**config.mk**
```make
export PLATFORM = sky130hd
export DESIGN_NAME = register_transfer_sequencer
export DESIGN_NICKNAME = d
export VERILOG_FILES = /design/src/rtl/register_transfer_sequencer.sv
export SDC_FILE = /design/constraint.sdc
export NUM_CORES = 1
export LEC_CHECK = 0
export CAP_MARGIN = 20
export CELL_PAD_IN_SITES_DETAIL_PLACEMENT = 0
export CELL_PAD_IN_SITES_GLOBAL_PLACEMENT = 1
export CORE_ASPECT_RATIO = 0.5
export CORE_MARGIN = 3
export CORE_UTILIZATION = 40
export CTS_CLUSTER_SIZE = 24
export DETAILED_ROUTE_END_ITERATION = 6
export DONT_BUFFER_PORTS = 1
export PLACE_DENSITY = 0.82
export SKIP_LAST_GASP = 1
export SYNTH_ARGS = -nofsm -noshare
export SYNTH_HDL_FRONTEND = slang
export SYNTH_SLANG_ARGS = --single-unit
```
**constraint.sdc**
```tcl
create_clock -name clock -period 2.1 [get_ports clock]
set_clock_uncertainty 0.05 [all_clocks]
set_input_delay 0.42 -clock clock [delete_from_list [all_inputs] [get_ports clock]]
set_output_delay 0.42 -clock clock [all_outputs]
set_load 0.02 [all_outputs]
```
**src/rtl/register_transfer_sequencer.sv**
```systemverilog
// Register-transfer sequencer: fetches one instruction byte (plus an optional immediate)
// and steps the register file, ALU and output port through MOV, LDI, ALU and OUT.
//
// state  | meaning
// IDLE   | ready for an instruction byte
// DECODE | instruction latched, choose the IMM or EXEC path
// IMM    | waiting for the immediate byte, then write it to dst
// EXEC   | register read: MOV/OUT complete here, ALU latches operands
// WB     | ALU result written back to dst
module register_transfer_sequencer (
  input  logic       clock,
  input  logic       reset,
  input  logic       instr_valid,
  output logic       instr_ready,
  input  logic [7:0] instr,
  input  logic       imm_valid,
  output logic       imm_ready,
  input  logic [7:0] imm_data,
  output logic [7:0] imm_bus,
  output logic       imm_enable,
  output logic [1:0] in_regselect,
  output logic [1:0] out_regselect,
  output logic [1:0] alu_regselect,
  output logic       load,
  output logic       enable,
  output logic       alu_latch,
  output logic       alu_enable,
  output logic       port_strobe,
  output logic       busy,
  output logic [7:0] retired_count
);

  typedef enum logic [2:0] {IDLE, DECODE, IMM, EXEC, WB} state_t;

  localparam logic [1:0] OP_MOV = 2'b00;
  localparam logic [1:0] OP_LDI = 2'b01;
  localparam logic [1:0] OP_ALU = 2'b10;
  localparam logic [1:0] OP_OUT = 2'b11;

  state_t     state, state_next;
  logic [5:0] instr_q;
  logic       retire;
  logic [1:0] op, dst, src;
  logic       unused_instr_bits;

  // The low two instruction bits carry no meaning and are not stored.
  assign unused_instr_bits = ^instr[1:0];

  assign op  = instr_q[5:4];
  assign dst = instr_q[3:2];
  assign src = instr_q[1:0];

  always_ff @(posedge clock) begin
    if (!reset) begin
      state         <= IDLE;
      instr_q       <= '0;
      retired_count <= '0;
    end else begin
      state <= state_next;
      if (state == IDLE && instr_valid) instr_q <= instr[7:2];
      if (retire) retired_count <= retired_count + 8'd1;
    end
  end

  always_comb begin
    state_next    = state;
    retire        = 1'b0;
    instr_ready   = 1'b0;
    imm_ready     = 1'b0;
    imm_bus       = 8'h00;
    imm_enable    = 1'b0;
    in_regselect  = 2'd0;
    out_regselect = 2'd0;
    alu_regselect = 2'd0;
    load          = 1'b0;
    enable        = 1'b0;
    alu_latch     = 1'b0;
    alu_enable    = 1'b0;
    port_strobe   = 1'b0;
    case (state)
      IDLE: begin
        instr_ready = 1'b1;
        if (instr_valid) state_next = DECODE;
      end
      DECODE: state_next = (op == OP_LDI) ? IMM : EXEC;
      IMM: begin
        imm_ready = 1'b1;
        if (imm_valid) begin
          imm_enable   = 1'b1;
          imm_bus      = imm_data;
          load         = 1'b1;
          in_regselect = dst;
          retire       = 1'b1;
          state_next   = IDLE;
        end
      end
      EXEC: begin
        case (op)
          OP_MOV: begin
            enable        = 1'b1;
            out_regselect = src;
            load          = 1'b1;
            in_regselect  = dst;
            retire        = 1'b1;
            state_next    = IDLE;
          end
          OP_ALU: begin
            // dst is read onto the databus while src feeds the ALU's second port.
            alu_regselect = src;
            out_regselect = dst;
            enable        = 1'b1;
            alu_latch     = 1'b1;
            state_next    = WB;
          end
          OP_OUT: begin
            enable        = 1'b1;
            out_regselect = src;
            port_strobe   = 1'b1;
            retire        = 1'b1;
            state_next    = IDLE;
          end
          default: state_next = IDLE;
        endcase
      end
      WB: begin
        alu_enable   = 1'b1;
        load         = 1'b1;
        in_regselect = dst;
        retire       = 1'b1;
        state_next   = IDLE;
      end
      default: state_next = IDLE;
    endcase
  end

  assign busy = (state != IDLE);

endmodule

```
* After elaboration in Yosys (flattened, before gate mapping) *
Cells that the tools add are included.

storage, ports and cells
  bits in registers = 17
  bits of input ports = 20
  output and inout bits = 31
  word-level logic and storage cells = 49

operators by class
  add/sub/neg operators = 1
  equal/unequal tests = 9
  mux-type cells = 29
  reduce and logical (&&, ||, !) cells = 7

operator list
  cell                   number
  $mux W8                2
  $mux W1                14
  $pmux W3 S4            1
  $mux W2                5
  $mux W3                3
  $add A8 B1 Y8 const B  1
  $eq A3 B2 Y1 const B   2
  $pmux W1 S3            2
  $pmux W2 S3            1
  $eq A2 B2 Y1 const B   2
  $ne A2 B2 Y1 const B   2
  $pmux W2 S2            1
  $eq A3 B1 Y1 const B   1
  $eq A3 B3 Y1 const B   1
  $logic_not A3 Y1       1
  $reduce_bool A3 Y1     1
  $reduce_or A3 Y1       1
  $eq A2 B1 Y1 const B   1
  $logic_not A2 Y1       1
  $reduce_and A2 Y1      1
  $reduce_or A2 Y1       1
  $logic_and A1 B1 Y1    1

* Depth between registers and ports, before layout *
Gate-level depths: netlist (run 1).

  depth in word-level cells = 4
  mapped depth = 7
  mapped depth without buffers = 6

* Worst setup path before layout (run 1) *
No wires, ideal clock.

  path kind = register to output
  from = register state[1]
  to = output imm_bus[0]
  arrival time = 1.584 ns
  required time = 1.630 ns
  setup slack = 0.046 ns
  stages on the path, launching flop included = 4
  path buffers = 0
  path through = dfxtp_1 > inv_1 > nor3_1 > and3_1

between the ends
  longest elaborated chain between the ends = 2

RTL lines
  item                      RTL line  RTL
  start: declaration        40        state_t state, state_next;
  start signal: assignment  59        state <= state_next;
  $eq A3 B2 Y1              80        case (state)
  $mux W8                   80
  end: declaration          19        output logic [7:0] imm_bus,

Every way passes these cells.

* Worst setup path in the final report (run 1) *
  from = register instr_q[5]
  to = output out_regselect[0]

between the ends
  longest elaborated chain between the ends = 4
  elaborated cells between the ends (all ways) = 6
  those cells by class = eq/ne: 2; mux: 2; reduce/logical: 2

RTL lines
  item                                              RTL line  RTL
  start: declaration                                41        logic [5:0] instr_q;
  start signal: assignment                          60        if (state == IDLE && instr_valid) instr_q <= instr[7:2];
  $eq A2 B2 Y1 or $logic_not A2 Y1 (tied branches)  98        case (op)
  $reduce_or A2 Y1 (no line)                        n/a
  $pmux W2 S2 (*)                                   98
  $mux W2 (*)                                       80
  end: declaration                                  22        output logic [1:0] out_regselect,

Mark *: on every way between the ends. The rest lies on a longest branch, timed or not.

==> results of run 1 <==
-- cells by family after synthesis --
group | count (synthesis) | synth area share, %
compound gates | 20 | 11.3
fa+ha+maj | 6 | 7.22
buf+inv | 13 | 6.26
flops | 17 | 32.7
mux | 11 | 10.6
simple gates | 62 | 31.9
-- per-layer routing --
metal / share of wire (%) / vias up / GRT usage (%)
met5: 0 / - / 0
met4: 0.61 / 0 / 5.23
met3: 8.4 / 2 / 6.65
met2: 41 / 35 / 21.1
met1: 50 / 400 / 20.0
li1: - / 447 / -
-- cells in the mapped netlist (2+ instances only) --
cell type / n
clkbuf_1: 2
inv_1: 8
mux2i_1: 11
ha_1: 6
a21oi_1: 10
nor2_1: 12
a22oi_1: 2
and2_1: 5
nand2b_1: 8
dfxtp_1: 17
o21ai_0: 4
nor2b_1: 2
buf_6: 2
nand2_1: 10
nand3_1: 4
and3_1: 11
nor3_1: 5
-- power by group through the flow --
stage / combinational, mW / sequential (mW) / clock [mW]
2_1_floorplan: 0.106 / 0.354 / 0
3_3_place_gp: 0.119 / 0.354 / 0
3_5_place_dp: 0.120 / 0.355 / 0
4_1_cts: 0.121 / 0.347 / 0.264
5_1_grt: 0.134 / 0.350 / 0.275
6_report: 0.121 / 0.347 / 0.250
-- metrics by stage --
stage / TNS, ps / instances
5_1_grt: -58.7 / 170
6_report: 0 / 170
4_1_cts: -21.9 / 170
3_3_place_gp: 0 / 166
3_5_place_dp: 0 / 166
2_1_floorplan: 0 / 129
-- final timing paths --
kind | end | depth (start not counted) | slack (ps) | start
setup / recovery | out_regselect[0] | 4 | 70 | instr_q[5]
hold / removal | retired_count[6] | 2 | 250 | reset
setup reg to reg | retired_count[6] | 6 | 270 | instr_q[4]
hold reg to reg | instr_q[1] | 2 | 480 | instr_q[1]
-- what timing repair did --
action / in CTS / in global routing
pin swaps: 0 / 0
setup endpoints to repair: 2 / 2
gates resized for setup: 0 / 2
setup buffers: 0 / 0
-- critical path, delay by kind of cell, from the launching register on --
| kind | cells | cell delay (ps) |
|---|---|---|
| simple gates | 2 | 670 |
| flops | 1 | 360 |
| fa+ha+maj | 1 | 180 |
| buf+inv | 1 | 100 |
-- final cells by class --
class                      instances  share of cell area (%)
multi-input combinational         99                    55.5
inverter                           9                    3.04
timing repair buffer               6                    3.91
clock buffer                       3                    3.58
tap                               35                    3.80
clock inverter                     1                   0.651
sequential                        17                    29.5
-- sequential cells by signal, summed over array words and instances (netlist names) --
signal / cells
state: 3
retired_count: 8
instr_q: 6
==> flow_summary.json, run 1 <==
{
  "status": "finished, final reports clean",
  "report.final.hold_viol_count": 0,
  "p_per_area_mw_per_mm2": 624,
  "numCtsBuffers": 3,
  "finalPower_uw": 719,
  "coreArea_sq_mm": 0.00234,
  "path_clk_slew_ps": 70,
  "hold_buffers": 0,
  "grt_first_pass_wirelength_microns": 3860,
  "viasPerCell": 5.20,
  "drt-initial-drc-count": 45,
  "yosysWarningCount": 0,
  "cts_sinks": 17,
  "die_w_microns": 78.1,
  "final_common_cell": "dfxtp_1",
  "required_ps": 1630,
  "grt_start_max_net_pins": 16,
  "yosys.area.top_type": "dfxtp_1",
  "switching_share_pct": 28.4,
  "finalMaxSlewViolations": 0,
  "vias": 884,
  "setup_violations": 0,
  "drc": 0,
  "synth_edf_count": 0,
  "cp_slowest_cell": "or3_1",
  "fp.dieH_microns": 42.1,
  "fin_area_sq_mm": 0.00115,
  "min_period_ps": 2030,
  "synth_cells": 129,
  "ios": 51,
  "gp_congestion": 0.759,
  "max_freq_ghz": 0.492,
  "path_class": "register to output pin",
  "track_usage_pct": 14.9,
  "floorplan.initialDensity_pct": 44.4,
  "peakVddDrop_mv": 0.396,
  "slew_headroom_pct": 69.7,
  "drt-wirelength-per-cell_microns": 13.4,
  "pwr-share-comb_pct": 16.9,
  "post_dp_cell_area_sq_mm": 0.00110,
  "setup.worst_path.start_class": "register",
  "crit_arrival_ps": 1560,
  "ys_seq_area_share_pct": 32.7,
  "drive_above_1_share_pct": 11.9,
  "yosysUniqueCellTypes": 27,
  "post-place-ws_ps": 270,
  "utilization_pct": 49.2,
  "drt_first_pass_iters": 4,
  "pwr-share-clk_pct": 34.8,
  "leakage_nw": 0.507,
  "dp_hpwl_microns": 1770,
  "setup_ws_ps": 67.4,
  "nNetsFinal": 162,
  "fillers": 223,
  "hp-class": "primary input to register",
  "syn_nets": 155,
  "synth_flop_cell": "dfxtp_1",
  "cts-htree-levels": 1,
  "rsz0062_at_grt": "yes",
  "antenna_cells": 0,
  "antenna_found_initial": 0,
  "yosys.area.top_type_share_pct": 32.7,
  "p_switching_uw": 204,
  "ys_top_cells_by_area": "dfxtp_1 33%, mux2i_1 11%, ha_1 7.2%, and3_1 6.6%, a21oi_1 4.8%",
  "regArea_sq_um": 340,
  "insertion_delay_ps": 250,
  "path_max_fanout": 4,
  "slowest_delay_ps": 410,
  "io_buffer_count": 0,
  "seqPwrFrac_pct": 48.3,
  "p_int_uw": 515,
  "rows": 12,
  "worst_pin_slew_ps": 454,
  "whs_ps": 254,
  "overflow": 0,
  "ant_nets": 0,
  "die_area_sq_mm": 0.00328,
  "cp-end-kind": "output pin",
  "netlist_area_sq_mm": 0.00104,
  "cts_tree": "done",
  "cts.path.max_buffers": 2,
  "critical_path.cell_chain": "inv_1 -> ha_1 -> or3_1 -> nor2_2",
  "fin_crit_sh_pct": 96.8,
  "multi_input_area_sq_um": 639,
  "layout_common_cells": "17 x dfxtp_1, 11 x and3_1, 11 x mux2i_1",
  "grt_pass1_vias": 833,
  "cap_violations": 0,
  "synthArstFlopShare_pct": 0,
  "syn_to_final_growth_pct": 10.8,
  "ys_ff_latch": 17,
  "syn_area_per_cell_sq_um": 8.06,
  "wirelength_microns": 2280,
  "root_buffer": "clkbuf_8"
}
Note: power is estimated with default switching activity, not from simulation.
==> run 2, diff against run 1 <==
--- a/config.mk
+++ b/config.mk
@@ -9,7 +9,6 @@
 export CELL_PAD_IN_SITES_DETAIL_PLACEMENT = 0
 export CELL_PAD_IN_SITES_GLOBAL_PLACEMENT = 1
 export CORE_ASPECT_RATIO = 0.5
-export CORE_MARGIN = 3
 export CORE_UTILIZATION = 40
 export CTS_CLUSTER_SIZE = 24
 export DETAILED_ROUTE_END_ITERATION = 6
==> flow_summary.json, run 2 (same netlist as run 1, synthesis figures left out) <==
{
  "crit_arrival_ps": 1620,
  "cts-htree-levels": 1,
  "gp_congestion": 0.717,
  "crit_cells": 4,
  "dp_cells": 166,
  "grt_start_max_net_pins": 16,
  "insertion_delay_ps": 250,
  "pwr-share-clk_pct": 34.6,
  "grt_first_pass_wirelength_microns": 3030,
  "max_freq_ghz": 0.479,
  "cp_slowest_cell": "or3_1",
  "cts_tree": "done",
  "drt-wirelength-per-cell_microns": 12.6,
  "status": "finished, final reports clean",
  "setup_violations": 0,
  "seqPwrFrac_pct": 49.1,
  "root_buffer": "clkbuf_8",
  "drc": 0,
  "reg2reg_depth": 7,
  "cpLargestDelayFamily": "simple AND/OR/NAND/NOR gates",
  "cts_sinks": 17,
  "p_int_uw": 512,
  "top_regs": "retired_count x8, instr_q x6, state x3",
  "setup.worst_path.start_class": "register",
  "peakVddDrop_mv": 0.268,
  "worst_pin_slew_ps": 395,
  "viasPerCell": 5.16,
  "finalPower_uw": 712,
  "rows": 12,
  "vias": 877,
  "setup_ws_ps": 10.8,
  "overflow": 0,
  "cp-end-kind": "output pin",
  "cts.path.max_buffers": 2,
  "pwr-share-comb_pct": 16.3,
  "top_register": "retired_count",
  "numCtsBuffers": 3,
  "hp-class": "primary input to register",
  "grt_pass1_vias": 663,
  "post-place-ws_ps": 299,
  "layout.cells.non_filler": 170,
  "antenna_found_initial": 0,
  "layout_common_cells": "17 x dfxtp_1, 12 x nor2_1, 11 x and3_1, 11 x mux2i_1",
  "finalMaxSlewViolations": 0,
  "critical_path.cell_chain": "inv_1 -> ha_1 -> or3_1 -> nor2_1",
  "coreArea_sq_mm": 0.00233,
  "timing.critical_path.buf_inv": 1,
  "p_per_area_mw_per_mm2": 622,
  "report.final.hold_viol_count": 0,
  "holdPathStages": 2,
  "track_usage_pct": 15.2,
  "min_period_ps": 2090,
  "fp.dieH_microns": 38.1,
  "required_ps": 1630,
  "die_w_microns": 74.1,
  "fin_crit_sh_pct": 99.5,
  "slew_headroom_pct": 73.6,
  "nNetsFinal": 162,
  "antenna_cells": 0,
  "path_class": "register to output pin",
  "p_switching_uw": 200,
  "whs_ps": 256,
  "syn_to_final_growth_pct": 10.1,
  "postCtsSetupBuffers": 0,
  "io_buffer_count": 0,
  "final_common_cell": "dfxtp_1",
  "die_area_sq_mm": 0.00282,
  "dp_hpwl_microns": 1610,
  "switching_share_pct": 28.1,
  "ant_nets": 0,
  "slowest_delay_ps": 390,
  "hold_buffers": 0,
  "path_clk_slew_ps": 70,
  "drive_above_1_share_pct": 10.4,
  "path_max_fanout": 4,
  "drt_first_pass_iters": 4,
  "rsz0062_at_grt": "yes",
  "cap_violations": 0,
  "largest_register_ffs": 8,
  "leakage_nw": 0.510,
  "wirelength_microns": 2140,
  "ios": 51,
  "fin_tns_setup_ps": 0,
  "floorplan.initialDensity_pct": 44.7,
  "drt-initial-drc-count": 27
}
-- run 2: cell count changes in the layout (fill, tap and decap cells not counted) --
cell	delta
nor2_1	+2
nor2_2	-2
clkinv_2	+1
clkinvlp_4	-1
o21ai_0	-1
o21ai_1	+1
-- run 2: routing by layer --
layer / wire, microns / part of all wire [%] / global-route usage, %
met1: 1140 / 53 / 21.1
met2: 821 / 38 / 20.2
met3: 150 / 7.0 / 6.84
met4: 25 / 1.2 / 5.77
met5: 0 / 0 / 0
-- run 2: cell type report --
cell class                      count  area [sq um]
Timing Repair Buffer                6          45.0
Multi-Input combinational cell     99           634
Sequential cell                    17           340
Clock inverter                      1          5.00
Inverter                            9          35.0
Tap cell                           35          43.8
Fill cell                         230          1180
Clock buffer                        3          41.3
-- run 2: worst paths after layout --
| check | start | endpoint | slack (ps) |
|---|---|---|---|
| worst max-delay path | instr_q[5] | out_regselect[0] | 10 |
| worst min-delay path | reset | retired_count[6] | 260 |
| worst max register to register | instr_q[4] | retired_count[3] | 340 |
| worst min register to register | instr_q[0] | instr_q[0] | 470 |
-- run 2: per-stage QoR --
stage          instance area [sq um]  util (%)
3_3_place_gp                    1100      47.2
5_1_grt                         1140      49.2
3_5_place_dp                    1100      47.2
4_1_cts                         1140      49.2
6_report                        1140      49.2
2_1_floorplan                   1040         -
-- run 2: power groups by stage --
| stage | combinational [mW] | sequential, mW | clock (mW) |
|---|---|---|---|
| floorplan | 0.106 | 0.354 | 0 |
| global placement | 0.114 | 0.357 | 0 |
| detailed placement | 0.115 | 0.357 | 0 |
| CTS | 0.116 | 0.350 | 0.258 |
| global route | 0.129 | 0.352 | 0.269 |
| finish | 0.116 | 0.350 | 0.247 |
-- run 2: repair_timing --
item | in CTS | in global routing
pin swaps | 0 | 0
resized for setup | 0 | 1
endpoints found under the hold margin | 0 | 0
setup endpoints to repair | 2 | 5
